===== src/rtl/serial_sub_ctrl_pkg.sv =====
// serial_sub_ctrl_pkg
// Shared definitions for the digit-serial subtract controller:
//   - FSM state encoding (the unused code 2'b11 recovers to IDLE)
//   - digit width of the shared subtract slice
//   - width helper for the digit counter
package serial_sub_ctrl_pkg;

  typedef enum logic [1:0] {
    S_IDLE = 2'b00,
    S_RUN  = 2'b01,
    S_FIN  = 2'b10
  } state_e;

  // Bits consumed per RUN cycle by the shared slice.
  localparam int DIGIT = 2;

  // clog2(n) with a floor of 1, so a single-digit operand still gets a
  // one-bit counter.
  function automatic int cnt_width(input int n);
    int w;
    w = 0;
    for (int i = 0; i < 31; i++) begin
      if ((1 << i) < n) w = i + 1;
    end
    if (w < 1) w = 1;
    return w;
  endfunction

endpackage


===== src/rtl/serial_sub_ctrl_sub2_slice.sv =====
// sub2_slice
// Combinational 2-bit subtract-with-borrow slice: {COUT,O} = I0 + ~I1 + ~CIN.
// Subtraction is done as addition of the one's complement, so COUT is a
// not-borrow and CIN is a borrow (active high).
// Ports:
//   I0   in  2 : minuend digit
//   I1   in  2 : subtrahend digit
//   CIN  in  1 : borrow-in, active high
//   O    out 2 : difference digit
//   COUT out 1 : carry-out, i.e. NOT borrow-out
module sub2_slice
  import serial_sub_ctrl_pkg::*;
(
  input  logic [1:0] I0,
  input  logic [1:0] I1,
  input  logic       CIN,
  output logic [1:0] O,
  output logic       COUT
);

  logic [2:0] sum;

  assign sum  = {1'b0, I0} + {1'b0, ~I1} + {2'b00, ~CIN};
  assign O    = sum[1:0];
  assign COUT = sum[2];

endmodule


===== src/rtl/serial_sub_ctrl.sv =====
// serial_sub_ctrl
// Digit-serial subtractor: computes (A - B - BIN) mod 2^W by running one
// shared 2-bit subtract slice over W/2 cycles, LSB digit first.
// Ports:
//   CLKIN  in  1 : clock, rising edge
//   RESETN in  1 : asynchronous active-low reset
//   START  in  1 : request, accepted only in IDLE
//   A, B   in  W : operands, sampled on the accepting edge
//   BIN    in  1 : borrow-in, sampled on the accepting edge
//   BUSY   out 1 : high while digits are being processed
//   DONE   out 1 : one-cycle pulse when D/BOUT/ZERO are updated
//   D      out W : difference
//   BOUT   out 1 : borrow-out (A < B + BIN)
//   ZERO   out 1 : D == 0
//
// state | meaning
// ------+--------------------------------------------------
// IDLE  | waiting for START; operands loaded on accept
// RUN   | one digit per cycle through the shared slice
// FIN   | DONE pulse, results already registered
module serial_sub_ctrl
  import serial_sub_ctrl_pkg::*;
#(
  parameter int W = 8
) (
  input  logic         CLKIN,
  input  logic         RESETN,
  input  logic         START,
  input  logic [W-1:0] A,
  input  logic [W-1:0] B,
  input  logic         BIN,
  output logic         BUSY,
  output logic         DONE,
  output logic [W-1:0] D,
  output logic         BOUT,
  output logic         ZERO
);

  localparam int CW = cnt_width(W / DIGIT);
  localparam logic [CW-1:0] CNT_LOAD = CW'(W / DIGIT - 1);

  state_e        state_q, state_d;
  logic [W-1:0]  ra_q, ra_d;
  logic [W-1:0]  rb_q, rb_d;
  logic [W-1:0]  rd_q, rd_d;
  logic          br_q, br_d;
  logic [CW-1:0] cnt_q, cnt_d;
  logic [W-1:0]  d_q, d_d;
  logic          bout_q, bout_d;
  logic          zero_q, zero_d;

  logic [1:0]    slice_sum;
  logic          slice_co;
  logic [W-1:0]  sum_top;
  logic [W-1:0]  rd_next;

  sub2_slice u_slice (
    .I0   (ra_q[1:0]),
    .I1   (rb_q[1:0]),
    .CIN  (br_q),
    .O    (slice_sum),
    .COUT (slice_co)
  );

  // New digit enters at the MSB end while the result shifts right, so after
  // W/2 digits the LSB digit has arrived at bit 0. Written as a shift/OR so
  // it stays valid for W=2.
  assign sum_top = W'(slice_sum) << (W - DIGIT);
  assign rd_next = sum_top | (rd_q >> DIGIT);

  always_ff @(posedge CLKIN or negedge RESETN) begin
    if (!RESETN) begin
      state_q <= S_IDLE;
      ra_q    <= '0;
      rb_q    <= '0;
      rd_q    <= '0;
      br_q    <= 1'b0;
      cnt_q   <= '0;
      d_q     <= '0;
      bout_q  <= 1'b0;
      zero_q  <= 1'b0;
    end else begin
      state_q <= state_d;
      ra_q    <= ra_d;
      rb_q    <= rb_d;
      rd_q    <= rd_d;
      br_q    <= br_d;
      cnt_q   <= cnt_d;
      d_q     <= d_d;
      bout_q  <= bout_d;
      zero_q  <= zero_d;
    end
  end

  always_comb begin
    state_d = state_q;
    ra_d    = ra_q;
    rb_d    = rb_q;
    rd_d    = rd_q;
    br_d    = br_q;
    cnt_d   = cnt_q;
    d_d     = d_q;
    bout_d  = bout_q;
    zero_d  = zero_q;

    case (state_q)
      S_IDLE: begin
        if (START) begin
          ra_d    = A;
          rb_d    = B;
          br_d    = BIN;
          cnt_d   = CNT_LOAD;
          state_d = S_RUN;
        end
      end

      S_RUN: begin
        ra_d  = ra_q >> DIGIT;
        rb_d  = rb_q >> DIGIT;
        rd_d  = rd_next;
        br_d  = ~slice_co;
        cnt_d = cnt_q - 1'b1;
        if (cnt_q == '0) begin
          d_d     = rd_next;
          bout_d  = ~slice_co;
          zero_d  = (rd_next == '0);
          state_d = S_FIN;
        end
      end

      S_FIN: begin
        state_d = S_IDLE;
      end

      default: begin
        state_d = S_IDLE;
      end
    endcase
  end

  // Decoded straight from the state flops; no input reaches an output
  // without passing through a register.
  assign BUSY = (state_q == S_RUN);
  assign DONE = (state_q == S_FIN);
  assign D    = d_q;
  assign BOUT = bout_q;
  assign ZERO = zero_q;

endmodule


===== config.mk =====
export PLATFORM = sky130hd
export DESIGN_NAME = serial_sub_ctrl
export DESIGN_NICKNAME = d
export VERILOG_FILES = /design/src/rtl/serial_sub_ctrl_pkg.sv /design/src/rtl/serial_sub_ctrl_sub2_slice.sv /design/src/rtl/serial_sub_ctrl.sv
export SDC_FILE = /design/constraint.sdc
export NUM_CORES = 1
export LEC_CHECK = 0
export BUFFER_PORTS_ARGS = -buffer_cell sky130_fd_sc_hd__buf_2
export CAP_MARGIN = 25
export CORE_ASPECT_RATIO = 0.9
export CORE_MARGIN = 5
export CORE_UTILIZATION = 53
export DETAILED_ROUTE_END_ITERATION = 10
export MAX_ROUTING_LAYER = met4
export PLACE_DENSITY_LB_ADDON = 0.08
export SYNTH_ARGS = -nofsm -noshare
export SYNTH_HDL_FRONTEND = slang
export SYNTH_HIERARCHICAL = 1
export SYNTH_SLANG_ARGS = --single-unit

===== constraint.sdc =====
create_clock -name CLKIN -period 2 [get_ports CLKIN]
set_input_delay 0 -clock CLKIN [delete_from_list [all_inputs] [get_ports CLKIN]]
set_output_delay 0 -clock CLKIN [all_outputs]
set_load 0.01 [all_outputs]

Word-level counts from Yosys, hierarchy flattened
Cells that the tools add are included.
{ "op_classes": {"n_reduce_logical": 7, "muxes": 11, "add_sub_neg": 3, "n_bitwise": 4, "eq_ne": 4} }
{ "ops": {"columns": ["op", "count"], "rows": [
  ["$pmux W8 S2", 2],
  ["$mux W8", 2],
  ["$logic_not A8 Y1", 1],
  ["$or A8 B6 Y8", 1],
  ["$pmux W2 S2", 2],
  ["$mux W2", 3],
  ["$reduce_and A2 Y1", 3],
  ["$logic_not A2 Y1", 2],
  ["$add A2 B2 Y3", 1],
  ["$add A3 B1 Y3", 1],
  ["$eq A2 B1 Y1 const B", 1],
  ["$eq A2 B2 Y1 const B", 1],
  ["$ne A2 B1 Y1 const B", 1],
  ["$ne A2 B2 Y1 const B", 1],
  ["$not A1 Y1", 2],
  ["$not A2 Y2", 1],
  ["$pmux W1 S2", 1],
  ["$reduce_bool A2 Y1", 1],
  ["$sub A2 B1 Y2 const B", 1],
  ["$mux W1", 1]
]} }
{ "word_totals": {"wordCells": 38, "reg_bits": 39, "output_inout_bits": 12, "in_bits": 20} }

Longest topological paths before layout
{ "depth": {"ltp_word": 5, "mapped_depth": 7, "mapped_depth_nobuf": 7} }

Cells and area by module
The synthesis kept the hierarchy.
{ "by_module_without_submodules": {"columns": ["module", "area_per_inst_um2", "cells_per_inst", "n_inst"], "rows": [
  ["serial_sub_ctrl", 1531.5, 121, 1],
  ["sub2_slice", 55.1, 6, 1]
]} }

Worst setup path after synthesis
Ideal clock, no wire load.
{ "synth_path": {"path_type": "reg-to-reg", "from": "register ra_q[0]", "to": "register zero_q, in the netlist ZERO", "n_path_buf": 0, "required_ps": 1924, "stages_incl_launch_ff": 8, "slack_ps": 277, "setup_ps": 76, "t_arrival_ps": 1646, "path_cell_list": "dfrtp_1 -> inv_1 -> fa_1 -> inv_1 -> fa_1 -> nor4_1 -> nand2_1 -> o21ai_1"} }
{ "synth_between": {"elab_chain_cells": 4} }
{ "synth_lines": {"columns": ["element", "line_no", "source"], "rows": [
  ["from (decl)", "serial_sub_ctrl.sv:43", "logic [W-1:0] ra_q, ra_d;"],
  ["from (signal assigned)", "serial_sub_ctrl.sv:84", "ra_q <= ra_d;"],
  ["$add A2 B2 Y3", "serial_sub_ctrl_sub2_slice.sv:23", "assign sum = {1'b0, I0} + {1'b0, ~I1} + {2'b00, ~CIN};"],
  ["$add A3 B1 Y3", "serial_sub_ctrl_sub2_slice.sv:23", null],
  ["$or A8 B6 Y8", "serial_sub_ctrl.sv:69", "assign rd_next = sum_top | (rd_q >> DIGIT);"],
  ["net rd_next[7]", "serial_sub_ctrl.sv:55", "logic [W-1:0] rd_next;"],
  ["$logic_not A8 Y1", "serial_sub_ctrl.sv:126", "zero_d = (rd_next == '0);"],
  ["to (signal assigned)", "serial_sub_ctrl.sv:91", "zero_q <= zero_d;"],
  ["to (decl)", "serial_sub_ctrl.sv:50", "logic zero_q, zero_d;"]
]} }
The timed path passes the listed nets, and every way through them passes these cells.
A chain may end at the register's enable or synchronous reset.

Final worst setup path
Ends and elaborated chain as after synthesis.

==> results summary <==
The worst register-to-register path begins at ra_q[0]. The total routing resource utilization after global routing came out at 17.10%. In this run, flip-flops and latches consume 44.1% of the power. Input and output buffers added on the ports amount to 31. The startpoint identified for the worst hold timing path is BIN. The data arrival time of the critical path is 2.08 ns. The number of vias in the routed layout came out at 1,078. Once detailed placement completed, the half-perimeter wirelength came to 1972 um.

STA classifies the critical path endpoint as a flip-flop. The starting utilization of the core area is 56.36%. The number of failing setup endpoints in the final timing report is 0. Counting buffers and inverters, the worst setup path is 7 cells deep. The post-synthesis cell count came out at 127. For this run, the top clock speed supported by timing is 0.5493 GHz. The sum of routed wire length over all layers came out at 2834 um. The run finished with clean final reports.

The worst path meets setup with 0.1796 ns of slack. The area share of the largest cell type after synthesis came out at 58.36%. For the worst flop-to-flop path, the logic depth is 7.

The horizontal die dimension came out at 67.67 um. The CTS tree is done. In this run the remaining antenna-violating nets after routing total 0. The congestion estimate from routability-driven global placement came to 0.8309. Broken down by cell family, the worst path's largest delay share belongs to adder cells. The critical path is of the reg -> reg type. Max-cap violations in this run came to 0.

Sorting the synthesized cells by area gives the leading types as sky130_fd_sc_hd__dfrtp_1 (58%), sky130_fd_sc_hd__mux2i_1 (8.2%), sky130_fd_sc_hd__mux2_1 (7.1%). The maximum resistive drop on vdd is 0.7696 mV. Of all nets on the critical path, the largest fanout is 3. The final net count came out at 202. The fraction of power consumed by combinational cells came out at 43.7%. In this run the static leakage power is 0.9869 nW. In this run the deepest clock path goes through 2 buffers. The final critical-path required period came out at 1.820 ns. In the synthesized netlist, the cells that appear most often are sky130_fd_sc_hd__dfrtp_1 (37), sky130_fd_sc_hd__nand2_1 (16), sky130_fd_sc_hd__mux2i_1 (13), sky130_fd_sc_hd__o21ai_1 (13), sky130_fd_sc_hd__mux2_1 (10).

In this run the power density over the cells is 1480 nW/um2. The switching component of the power is 1.082 mW. The sum of negative setup slack is 0 ns. The synthesis-stage register bit count came out at 37. Measured against its own limit, the worst slew margin works out to 47.93%. The clock tree synthesis step divided the H-tree into 2 levels. Among all stages on the critical path, the largest delay is contributed by sky130_fd_sc_hd__fa_1. The number of global-route vias before repair is 1,056.

The required time at the endpoint of the critical path came out at 2.26 ns. Of the available clock period, the critical path in the final layout requires 91.02%. Of the synthesized area, sequential elements account for 58.36%. Among all cell types in the netlist, the one instantiated most often is sky130_fd_sc_hd__dfrtp_1. The worst min-delay path class is in -> reg. Cells with a size suffix above 1 make up 25.00% of the layout. The total buffers and inverters traversed by the critical path came out at 2. Clock tree synthesis found a total of 37 sinks. Net switching is 36.67% of the power. The main flop type after synthesis is sky130_fd_sc_hd__dfrtp_1.

The buffer type at the clock tree root is sky130_fd_sc_hd__clkbuf_4. After synthesis, the share of flip-flops with an asynchronous set or reset is 100.0%. The area growth from synthesis to layout is 25.71%.

The clock transition at the register clock pins on the worst setup and hold paths after CTS is 0.10 ns. The first-pass GRT wire length came out at 4919 um. The number of max-slew violations in the final report was 0.

The count of distinct cell types in the synthesized netlist is 22. Setup repair after global routing left no endpoint under its margin. The worst setup path startpoint is ra_q[0].

The transition time at the pin with the least slew margin is 0.7811 ns. The detailed router finished its first iteration with 20 violations. The final count of hold timing violations is 0. The worst setup path is launched from a flip-flop.

The worst clock skew on the final layout came out at 0.005250 ns. The diode insertion count for antenna repair came out at 0. The overall overflow remaining after global route is 0. The stage delay of the slowest cell on the critical path is 0.44 ns. The number of cells on the worst hold path is 3. Prior to clock tree synthesis, the placed netlist has a worst setup slack of 0.1632 ns.

The post-detailed-route wirelength per cell is 12.88 um. The core region is 2815 um2. Averaged over all synthesized cells, the footprint is 12.49 um2. For this design the top-level I/O count stands at 32.

The cell type with the highest aggregate area in the netlist is sky130_fd_sc_hd__dfrtp_1. The number of enable-type register cells in the synthesized netlist is 0. The number of standard-cell rows in the floorplan came out at 18. The internal power of the cells totals 1.869 mW. The total DRC errors in the routed layout is 0. The net count of the mapped netlist came out at 150. The die extent in y came out at 61.91 um. The worst-skew pair later-pin latency is 0.33 ns. The largest net degree at the start of global routing is 38. The number of warnings issued by yosys is 6. Traced cell by cell, the critical path runs through inv_1 -> fa_1 -> inv_1 -> fa_1 -> nor4_1 -> nand2_1 -> o21ai_1. The clock group share of total power is 12.1%. The total standard cell area after synthesis is 1587 um2. The TritonCTS buffer count came out at 5. The number of gates resized after CTS is 0. The full die area came out at 4189 um2. The initial antenna violation count is 0. In the routed layout, each cell is associated on average with a via count of 4.900. The number of iterations in the first detailed-routing pass came out at 4.
==> tightest hold or removal path, delay by kind of cell <==
family | cells | cell delay (ns)
AO/OA/AOI/OAI | 2 | 0.23
buffers and inverters | 1 | 0.09
==> cell type report <==
type | count | area, um2
Multi-Input combinational cell | 76 | 591.8
Inverter | 8 | 30.03
Tap cell | 40 | 50.05
Timing Repair Buffer | 51 | 347.8
Clock buffer | 8 | 48.80
Sequential cell | 37 | 925.9
Fill cell | 204 | 820.8
==> registers in the layout, summed over array words and instances, names as in the netlist <==
signal and cells:
D 8, ra_q 8, rb_q 8, rd_q 6, cnt_q 2, state_q 2, BOUT 1, ZERO 1
br_q 1
==> cell usage in the layout (no fill, tap or decap), drive strengths merged <==
cell type,n
a21oi,1
a22o,4
a22oi,1
a31oi,1
and2b,1
buf,34
clkbuf,8
dfrtp,37
dlygate4sd3,17
fa,2
ha,1
inv,8
mux2,14
mux2i,13
nand2,16
nand3b,1
nor2b,2
nor3b,1
nor4,2
o21ai,15
o21bai,1
==> metrics by stage <==
| stage | cell area (um2) | power [mW] | util (%) | instances | hold slack, ns |
|---|---|---|---|---|---|
| after floorplan | 1587 | 2.266 | - | 127 | -0.2956 |
| after global placement | 1775 | 2.560 | 63.07 | 195 | 0.1205 |
| after detailed placement | 1775 | 2.612 | 63.07 | 195 | 0.1355 |
| after CTS | 1994 | 2.999 | 70.84 | 220 | 0.008830 |
| after global routing | 1994 | 3.236 | 70.84 | 220 | 0.01750 |
| final | 1994 | 2.952 | 70.84 | 220 | 0.02364 |
==> cell families after synthesis <==
group	after synthesis	synth area share, %
buf+inv	14	4.574
flops	37	58.36
fa+ha+maj	3	3.312
simple gates	23	7.019
mux	27	18.14
compound gates	23	8.596
==> path summary, 6_finish.rpt <==
check	end	slack (ns)
max in group asynchronous	ra_q[4]	1.23
min in group asynchronous	D[0]	0.27
hold reg to reg	BOUT	0.49
hold / removal	br_q	0.02
setup / recovery	ZERO	0.18
setup reg to reg	ZERO	0.18
==> power by group through the flow <==
| stage | Sequential [mW] | Combinational, mW | Clock (mW) |
|---|---|---|---|
| after floorplan | 1.31 | 0.952 | 0 |
| after global placement | 1.30 | 1.26 | 0 |
| after detailed placement | 1.32 | 1.29 | 0 |
| after CTS | 1.30 | 1.32 | 0.377 |
| after global routing | 1.36 | 1.46 | 0.416 |
| final | 1.30 | 1.29 | 0.358 |
==> per-layer routing <==
| layer | track usage (%) | part of all wire [%] | vias to the layer above |
|---|---|---|---|
| li1 | - | - | 536 |
| met1 | 21.50 | 50 | 510 |
| met2 | 25.38 | 43 | 26 |
| met3 | 6.475 | 5.3 | 6 |
| met4 | 6.069 | 1.4 | 0 |
| met5 | - | 0 | - |
==> what timing repair did <==
item | CTS | global route
setup buffers | 0 | 0
hold endpoints to repair | 53 | 0
hold buffers | 17 | 0
No activity file was read; power rests on OpenSTA's default activity.
